<file path="src/rtl/led_seq_pkg.sv">
// Shared definitions for the LED pattern sequencer.
// Holds the mode/direction encodings and the counter-width helper.
package led_seq_pkg;

   typedef enum logic [1:0] {
      MODE_WALK   = 2'd0,
      MODE_BOUNCE = 2'd1,
      MODE_BINARY = 2'd2,
      MODE_BLINK  = 2'd3
   } mode_e;

   typedef enum logic {
      DIR_UP   = 1'b0,
      DIR_DOWN = 1'b1
   } dir_e;

   // Bits needed to count 0..n-1, never less than one.
   function automatic int unsigned cnt_width(input int unsigned n);
      if (n <= 32'd1) begin
         return 32'd1;
      end else begin
         return $clog2(n);
      end
   endfunction

endpackage

</file>
<file path="src/rtl/tick_prescaler.sv">
// Free-running clock-enable generator: tick pulses once every DIV enabled cycles.
// The count freezes while en is low and resumes from where it stopped.
module tick_prescaler
   import led_seq_pkg::*;
#(
   parameter int unsigned DIV = 32'd10000000
) (
   input  logic clk,
   input  logic nrst,
   input  logic en,
   output logic tick
);

   localparam int unsigned CW = cnt_width(DIV);
   localparam logic [CW-1:0] LAST = CW'(DIV - 32'd1);

   logic [CW-1:0] cnt_r;
   logic          wrap_s;

   assign wrap_s = (cnt_r == LAST);
   assign tick   = en & wrap_s;

   // Prescaler counter, wraps at DIV-1 and holds while disabled.
   always_ff @(posedge clk or negedge nrst) begin
      if (!nrst) begin
         cnt_r <= '0;
      end else if (en) begin
         cnt_r <= wrap_s ? '0 : cnt_r + CW'(1);
      end else begin
         cnt_r <= cnt_r;
      end
   end

endmodule

</file>
<file path="src/rtl/led_sequencer.sv">
// Parametrised LED pattern sequencer: WALK, BOUNCE, BINARY and BLINK modes
// advancing every 2^speed prescaler ticks, with a registered, polarity-aware output.
module led_sequencer
   import led_seq_pkg::*;
#(
   parameter int unsigned N_LED      = 32'd4,
   parameter int unsigned DIV        = 32'd10000000,
   parameter bit          ACTIVE_LOW = 1'b1
) (
   input  logic             clk,
   input  logic             nrst,
   input  logic             en,
   input  logic [1:0]       mode,
   input  logic [1:0]       speed,
   output logic [N_LED-1:0] led,
   output logic             adv
);

   localparam int unsigned PW = cnt_width(N_LED);
   localparam logic [PW-1:0] POS_LAST = PW'(N_LED - 32'd1);
   localparam logic [N_LED-1:0] LED_OFF = ACTIVE_LOW ? {N_LED{1'b1}} : {N_LED{1'b0}};

   logic             tick_s;
   logic             step_s;
   logic [2:0]       sc_r;
   logic [2:0]       sc_mask_s;

   mode_e            mode_s;
   mode_e            mode_q_r;
   logic             first_r;
   logic             load_s;

   // Held state is the state to be displayed on the next step.
   logic [PW-1:0]    pos_r,   pos_cur_s,   pos_nxt_s;
   dir_e             dir_r,   dir_cur_s,   dir_nxt_s;
   logic [N_LED-1:0] count_r, count_cur_s, count_nxt_s;
   logic             off_r,   off_cur_s,   off_nxt_s;
   logic [N_LED-1:0] pat_s;

   logic [N_LED-1:0] led_r;
   logic             adv_r;

   tick_prescaler #(.DIV(DIV)) u_prescaler (
      .clk  (clk),
      .nrst (nrst),
      .en   (en),
      .tick (tick_s)
   );

   assign sc_mask_s = 3'((4'd1 << speed) - 4'd1);
   assign step_s    = tick_s & ((sc_r & sc_mask_s) == 3'd0);

   // Speed divider counting base ticks.
   always_ff @(posedge clk or negedge nrst) begin
      if (!nrst) begin
         sc_r <= 3'd0;
      end else if (tick_s) begin
         sc_r <= sc_r + 3'd1;
      end else begin
         sc_r <= sc_r;
      end
   end

   // Pattern to show on this step and the state that follows it.
   always_comb begin
      mode_s = mode_e'(mode);
      load_s = first_r | (mode_s != mode_q_r);
      if (load_s) begin
         pos_cur_s   = '0;
         dir_cur_s   = DIR_UP;
         count_cur_s = '0;
         off_cur_s   = 1'b0;
      end else begin
         pos_cur_s   = pos_r;
         dir_cur_s   = dir_r;
         count_cur_s = count_r;
         off_cur_s   = off_r;
      end
      pat_s       = '0;
      pos_nxt_s   = pos_cur_s;
      dir_nxt_s   = dir_cur_s;
      count_nxt_s = count_cur_s;
      off_nxt_s   = off_cur_s;
      case (mode_s)
         MODE_WALK: begin
            pat_s[pos_cur_s] = 1'b1;
            pos_nxt_s = (pos_cur_s == POS_LAST) ? '0 : pos_cur_s + PW'(1);
         end
         MODE_BOUNCE: begin
            pat_s[pos_cur_s] = 1'b1;
            // Turn around at the ends so neither endpoint is shown twice.
            if (dir_cur_s == DIR_UP) begin
               if (pos_cur_s == POS_LAST) begin
                  dir_nxt_s = DIR_DOWN;
                  pos_nxt_s = (pos_cur_s == '0) ? '0 : pos_cur_s - PW'(1);
               end else begin
                  pos_nxt_s = pos_cur_s + PW'(1);
               end
            end else begin
               if (pos_cur_s == '0) begin
                  dir_nxt_s = DIR_UP;
                  pos_nxt_s = (pos_cur_s == POS_LAST) ? '0 : pos_cur_s + PW'(1);
               end else begin
                  pos_nxt_s = pos_cur_s - PW'(1);
               end
            end
         end
         MODE_BINARY: begin
            pat_s       = count_cur_s;
            count_nxt_s = count_cur_s + N_LED'(1);
         end
         MODE_BLINK: begin
            pat_s     = off_cur_s ? {N_LED{1'b0}} : {N_LED{1'b1}};
            off_nxt_s = ~off_cur_s;
         end
         default: begin
            pat_s = '0;
         end
      endcase
   end

   // Pattern state, output drive and advance pulse.
   always_ff @(posedge clk or negedge nrst) begin
      if (!nrst) begin
         pos_r    <= '0;
         dir_r    <= DIR_UP;
         count_r  <= '0;
         off_r    <= 1'b0;
         mode_q_r <= MODE_WALK;
         first_r  <= 1'b1;
         led_r    <= LED_OFF;
         adv_r    <= 1'b0;
      end else begin
         adv_r <= step_s;
         if (step_s) begin
            pos_r    <= pos_nxt_s;
            dir_r    <= dir_nxt_s;
            count_r  <= count_nxt_s;
            off_r    <= off_nxt_s;
            mode_q_r <= mode_s;
            first_r  <= 1'b0;
            led_r    <= ACTIVE_LOW ? ~pat_s : pat_s;
         end
      end
   end

   assign led = led_r;
   assign adv = adv_r;

endmodule

</file>
<file path="config.mk">
export PLATFORM = sky130hd
export DESIGN_NAME = led_sequencer
export DESIGN_NICKNAME = d
export VERILOG_FILES = /design/src/rtl/led_seq_pkg.sv /design/src/rtl/tick_prescaler.sv /design/src/rtl/led_sequencer.sv
export SDC_FILE = /design/constraint.sdc
export NUM_CORES = 1
export LEC_CHECK = 0
export BUFFER_PORTS_ARGS = -buffer_cell sky130_fd_sc_hd__buf_2
export CORE_MARGIN = 4
export CORE_UTILIZATION = 63
export CTS_CLUSTER_DIAMETER = 120
export DETAILED_ROUTE_END_ITERATION = 10
export GPL_TIMING_DRIVEN = 0
export PLACE_DENSITY = 0.82
export SLEW_MARGIN = 10
export SYNTH_ARGS = -nofsm -noshare
export SYNTH_HDL_FRONTEND = slang
export SYNTH_SLANG_ARGS = --single-unit
export TNS_END_PERCENT = 50
</file>
<file path="constraint.sdc">
create_clock -name clk -period 6.4 [get_ports clk]
set_input_delay 0 -clock clk [delete_from_list [all_inputs] [get_ports clk]]
set_output_delay 0 -clock clk [all_outputs]
set_load 0.05 [all_outputs]
</file>
# Word level (Yosys, flattened, before mapping)
# Cells that the tools add are included.
classes:
  shift: 1
  addsub: 6
  bitwise_logic: 6
  reduce_logical: 5
  eq_ne: 6
  n_lt_le_gt_ge: 2
  mux: 21
op_table:
  columns: ["op", "count"]
  rows:
  - ["24-bit by 1-bit adder with 24-bit output (second input constant)", 1]
  - ["24-bit equality test (second input constant)", 1]
  - ["24-bit two-way mux", 1]
  - ["2-bit two-way mux", 6]
  - ["4-bit two-way mux", 3]
  - ["4-bit case mux with 3 select lines", 1]
  - ["1-bit two-way mux", 8]
  - ["2-bit equality test (second input constant)", 3]
  - ["4-bit by 1-bit adder with 4-bit output (second input constant)", 1]
  - ["2-bit logical NOT", 2]
  - ["4-bit NOT", 1]
  - ["2-bit case mux with 2 select lines", 1]
  - ["3-bit by 1-bit adder with 3-bit output (second input constant)", 1]
  - ["3-bit bitwise AND", 1]
  - ["3-bit logical NOT", 1]
  - ["2-bit by 3-bit < comparator with 1-bit output (second input constant)", 1]
  - ["1-bit by 2-bit left shift with 3-bit output (first input constant)", 1]
  - ["3-bit by 1-bit subtractor with 3-bit output (second input constant)", 1]
  - ["2-bit by 1-bit adder with 2-bit output (second input constant)", 1]
  - ["1-bit bitwise AND", 2]
  - ["1-bit demux with 2-bit select", 1]
  - ["2-bit by 1-bit equality test with 1-bit output (second input constant)", 1]
  - ["2-bit by 1-bit greater-or-equal comparator with 1-bit output (second input constant)", 1]
  - ["2-bit != test", 1]
  - ["other kinds (5)", 5]
totals:
  ff_bits: 43
  elab_cells: 57
  out_inout_bits: 5

# Depth between registers and ports, before layout
logic_depth:
  depth_word: 9
  mapped_depth: 10

# Modules after synthesis
# A second synthesis with hierarchy kept.
hier_totals:
  hier_cells: 237
  area_unflattened_um2: 2387.3
by_module_without_submodules:
  columns: ["mod", "area_per_inst_um2", "cells_each", "instances"]
  rows:
  - ["led_sequencer", 1198.6, 118, 1]
  - ["tick_prescaler", 1188.6, 119, 1]

# Worst setup path before layout
# OpenSTA, ideal clock, no wires.
synth_path:
  path_type: "register to register"
  startpoint: "register mode_q_r[1]"
  endpoint: "register pos_r[1]"
  setup_slack_ps: 4190
  setup_ps: 76
  t_arrival_ps: 2133
  stages_incl_launch_ff: 10
  cell_sequence: "dfrtp_1 -> xor2_1 -> nor3_1 -> clkbuf_1 -> and2_1 -> inv_1 -> ha_1 -> a21bo_2 -> a21oi_1 -> o21ai_1"
synth_via:
  elab_chain_cells: 8
  word_cells_on_any_way: 14
  cone_classes: "add/sub: 2; eq/ne: 2; mux: 8; bitwise: 1; reduce/logical: 1"
synth_rtl:
  columns: ["element", "line_no", "source"]
  rows:
  - ["start, declared", "led_sequencer.sv:29", "mode_e mode_q_r;"]
  - ["start signal, assigned", "led_sequencer.sv:140", "mode_q_r <= mode_s;"]
  - ["2-bit != test (*)", "led_sequencer.sv:67", "load_s = first_r | (mode_s != mode_q_r);"]
  - ["1-bit OR (*)", "led_sequencer.sv:67", null]
  - ["2-bit two-way mux", "led_sequencer.sv:68", "if (load_s) begin"]
  - ["2-bit by 1-bit subtractor with 2-bit output (tied with other cells)", "led_sequencer.sv:95, led_sequencer.sv:104", null]
  - ["2-bit two-way mux (on tied branches)", "led_sequencer.sv:95, led_sequencer.sv:87, led_sequencer.sv:102", null]
  - ["2-bit two-way mux (on tied branches)", "led_sequencer.sv:93, led_sequencer.sv:100", null]
  - ["2-bit two-way mux", "led_sequencer.sv:92", "if (dir_cur_s == DIR_UP) begin"]
  - ["2-bit case mux with 2 select lines (*)", "led_sequencer.sv:84", "case (mode_s)"]
  - ["end signal, assigned", "led_sequencer.sv:136", "pos_r <= pos_nxt_s;"]
  - ["end, declared", "led_sequencer.sv:34", "logic [PW-1:0] pos_r, pos_cur_s, pos_nxt_s;"]
# Mark *: on every way between the ends. The rest lies on a longest branch, timed or not.
# A chain may end at the register's enable or synchronous reset.

# Worst setup path after layout
layout_path:
  startpoint: "register mode_q_r[1]"
  endpoint: "register led_r[2], in the netlist led[2]"
layout_via:
  elab_chain_cells: 9
  word_cells_on_any_way: 13
  cone_classes: "order compare: 2; eq/ne: 1; mux: 7; bitwise: 2; reduce/logical: 1"
layout_rtl:
  columns: ["element", "line_no", "source"]
  rows:
  - ["2-bit != test (*)", "led_sequencer.sv:67", null]
  - ["1-bit OR (*)", "led_sequencer.sv:67", null]
  - ["2-bit two-way mux", "led_sequencer.sv:68", null]
  - ["2-bit by 3-bit < comparator with 1-bit output (implied by the code) / 2-bit by 1-bit greater-or-equal comparator with 1-bit output (equally long branches)", "led_sequencer.sv:86, led_sequencer.sv:90", null]
  - ["1-bit logical AND (implied by the code)", "led_sequencer.sv:86, led_sequencer.sv:90", null]
  - ["1-bit two-way mux (implied by the code)", "led_sequencer.sv:86, led_sequencer.sv:90", null]
  - ["1-bit demux with 2-bit select", "led_sequencer.sv:86, led_sequencer.sv:90", null]
  - ["4-bit case mux with 3 select lines (*)", "led_sequencer.sv:84", null]
  - ["4-bit NOT (*)", "led_sequencer.sv:142", "led_r <= ACTIVE_LOW ? ~pat_s : pat_s;"]
  - ["end signal, assigned", "led_sequencer.sv:142", null]
  - ["end, declared", "led_sequencer.sv:40", "logic [N_LED-1:0] led_r;"]
# Marks and branches as above.

==> results_dict.tcl <==
set metrics [dict create \
    status "finished clean" \
    cts_hold_buf 2 \
    firstDrtPassIters 4 \
    path_clk_slew_ns 0.09 \
    ir_drop_uv 200 \
    grt_overflow 0 \
    die_w_um 69.1 \
    ys_types 42 \
    synth_cells 227 \
    clock_sinks 43 \
    worstReg2RegEnd "led[2]" \
    grtUsageTotal 0.194 \
    slew_viol_final 0 \
    num_vias 1639 \
    grt_pass1_wl_um 7420 \
    crit_type "flop to flop" \
    finalHoldViolCount 0 \
    synth_fa_ha_area_frac 0.0585 \
    drt_iter0_markers 74 \
    drc_errors 0 \
    min_path_type "primary input to flop" \
    synthArstFlopShare 1.00 \
    rsz0062_at_grt "false" \
    drive_gt1_frac 0.171 \
    port-buffer-count 9 \
    yosys_warnings 0 \
    slowest_delay_ns 0.72 \
    maxCapViolCount 0 \
    required_ns 6.64 \
    timing.fmax_ghz 0.367 \
    synth-simple-area-share 0.224 \
    hold_start "en" \
    setup_tns_ns 0 \
    fp-row-count 21 \
    fin_cells 292 \
    dp.cells 282 \
    fin_skew_ns 0.0125 \
    rr_startpoint "mode_q_r[1]" \
    synth-xor-area-share 0.0931 \
    endpoint_kind "flop" \
    fin_crit_ns 2.73 \
    path_buf_inv 2 \
    power_density_nw_per_um2 228 \
    root_buffer "clkbuf_8" \
    synth_nets 245 \
    synth_top_family_by_area "simple AND/OR/NAND/NOR gates" \
    final_nets 263 \
    synth_edf_count 0 \
    dp_hpwl_um 2910 \
    whs_endpoint "u_prescaler.cnt_r[0]" \
    synthMuxAreaShare 0.0538 \
    antenna_found_initial 0 \
    insertion_delay_ns 0.30 \
    cts_resized 0 \
    num_antenna_cells 0 \
    ys.flop_type "dfrtp_1" \
    ys_seq_area_frac 0.460 \
    drtAntennaViolNets 0 \
    path_cells "xor2_1 -> nor3_1 -> clkbuf_1 -> nand2_1 -> inv_1 -> ha_1 -> nor2_1 -> a21o_1 -> mux2_4" \
    io_pins 12 \
    dieHeight_um 69.1 \
    slowest_stage "nor3_1" \
    wl_per_cell_um 14.6 \
    fin_crit_sh 0.426 \
    hold_depth 2 \
    clockBufferDepth 2 \
    avgViaCountPerCell 5.61 \
    areaGrowthSynthToFinish_pct 10.2 \
    core-area_um2 3470 \
    cts_inserted_buffers 5 \
    grt_max_degree 44 \
    synth_area_um2 2350 \
    p_leak_nw 1.20 \
    setup_viol 0 \
    r2r_cells 9 \
    cts_tree "yes" \
    crit_family "simple AND/OR/NAND/NOR gates" \
    power_mw 0.592 \
    ys_ff_latch 43 \
    critPathMaxFanout 10 \
    reg2reg_slack_ns 3.67 \
    tightest_slew_ns 0.921 \
    synth_area_per_cell_um2 10.4 \
    htree_levels 2 \
    start_util 0.678 \
    synth-compound-area-share 0.0793 \
    post-cts-setup-buffers 0 \
    crit_path_start_kind "flop" \
    first_global_vias 1576 \
    place_congestion 0.794 \
    max_slew_margin 0.386 \
    fp.dieArea_um2 4770 \
    arrival_ns 2.97 \
    totalWireLength_um 4250 \
]
==> layer usage <==
| metal | part of all wire | global-route usage | wire, um | up-vias |
|---|---|---|---|---|
| li1 | - | - | - | 828 |
| met1 | 0.53 | 0.290 | 2230 | 773 |
| met2 | 0.42 | 0.260 | 1780 | 32 |
| met3 | 0.041 | 0.0596 | 173 | 6 |
| met4 | 0.014 | 0.0803 | 59 | 0 |
| met5 | 0 | 0 | 0 | - |
==> worst register-to-register path: stages (launching register included) <==
cell and delay [ns]:
dfrtp_1 0.41, xor2_1 0.16, nor3_1 0.72, clkbuf_1 0.41, nand2_1 0.20, inv_1 0.14
ha_1 0.17, nor2_1 0.05, a21o_1 0.16, mux2_4 0.25
==> placed cells by master, fill, tap and decap left out, drive strengths merged <==
cell type / count
nor3: 5
xor2: 12
and3: 3
a21boi: 2
nor2: 19
dfrtp: 38
clkbuf: 10
nand3b: 1
nor4: 2
o21ai: 7
o2111a: 1
mux2: 7
and4: 1
nand4: 14
a31o: 2
and2: 6
buf: 11
nor4b: 3
dfstp: 5
mux2i: 4
o22ai: 1
nand2: 16
nor2b: 2
dlygate4sd3: 2
bufinv: 1
xnor2: 13
inv: 11
or3b: 1
a21o: 2
a21oi: 13
ha: 11
a21bo: 2
nand2b: 3
clkinv: 1
nand3: 13
or4: 1
==> registers in the layout, summed over array words and instances (netlist names) <==
name and cells:
sc_r 3, mode_q_r 2, led 4, adv 1, count_r 4, first_r 1
off_r 1, pos_r 2, dir_r 1, u_prescaler.cnt_r 24
==> worst max-delay path by stage <==
stage | startpoint | to | slack [ns] | cells after the start
3_3_place_gp | mode_q_r[1] | led[2] | 3.67 | 9
5_1_grt | mode_q_r[1] | led[2] | 3.44 | 9
4_1_cts | mode_q_r[1] | led[2] | 3.70 | 9
3_5_place_dp | mode_q_r[1] | led[2] | 3.73 | 9
6_report | mode_q_r[1] | led[2] | 3.67 | 9
2_1_floorplan | mode_q_r[1] | pos_r[1] | 4.19 | 9
==> metrics by stage <==
| step | hold slack, ns | utilization | instance area (um^2) | setup slack [ns] |
|---|---|---|---|---|
| finish | 0.108 | 0.747 | 2590 | 3.67 |
| global route | 0.139 | 0.747 | 2590 | 3.44 |
| CTS | 0.101 | 0.747 | 2590 | 3.70 |
| detailed placement | 0.195 | 0.707 | 2450 | 3.73 |
| global placement | 0.187 | 0.707 | 2450 | 3.67 |
| floorplan | -0.296 | - | 2350 | 4.19 |
==> kinds of logic (layout without fill, tap and decap cells) <==
logic type,after synthesis,in the layout
AOI/OAI and AO/OA,30,30
xor gates and xnor gates,25,25
adders and majority gates,11,11
buffers and inverters,17,36
DFF,43,43
muxes,11,11
and+or+nand+nor,90,90
==> synthesized netlist by cell type, types with 6 or more instances <==
library cell	instances	area [um^2]
nand3_1	12	60.1
and2_1	6	37.5
a21oi_1	13	65.1
dfrtp_1	38	951
inv_1	11	41.3
xor2_1	12	105
o21ai_0	6	30.0
nand2_1	16	60.1
ha_1	11	138
xnor2_1	13	114
nor2_1	19	71.3
nand4_1	13	81.3
==> power by group <==
group | switching, mW | internal [mW] | total, mW | leakage, nW
Clock | 0.0940 | 0.126 | 0.220 | 0.0612
Sequential | 0.0242 | 0.289 | 0.314 | 0.562
Combinational | 0.0342 | 0.0237 | 0.0579 | 0.579
Total | 0.152 | 0.439 | 0.592 | 1.20
==> final cells by class <==
cell class	instances	area, um^2
buffer	6	31.3
clock buffer	6	82.6
clock inverter	2	35.0
fill	260	877
inverter	11	41.3
multi-input combinational	167	1200
sequential	43	1080
tap	46	57.6
timing repair buffer	11	65.1
No activity file was read; power rests on OpenSTA's default activity.
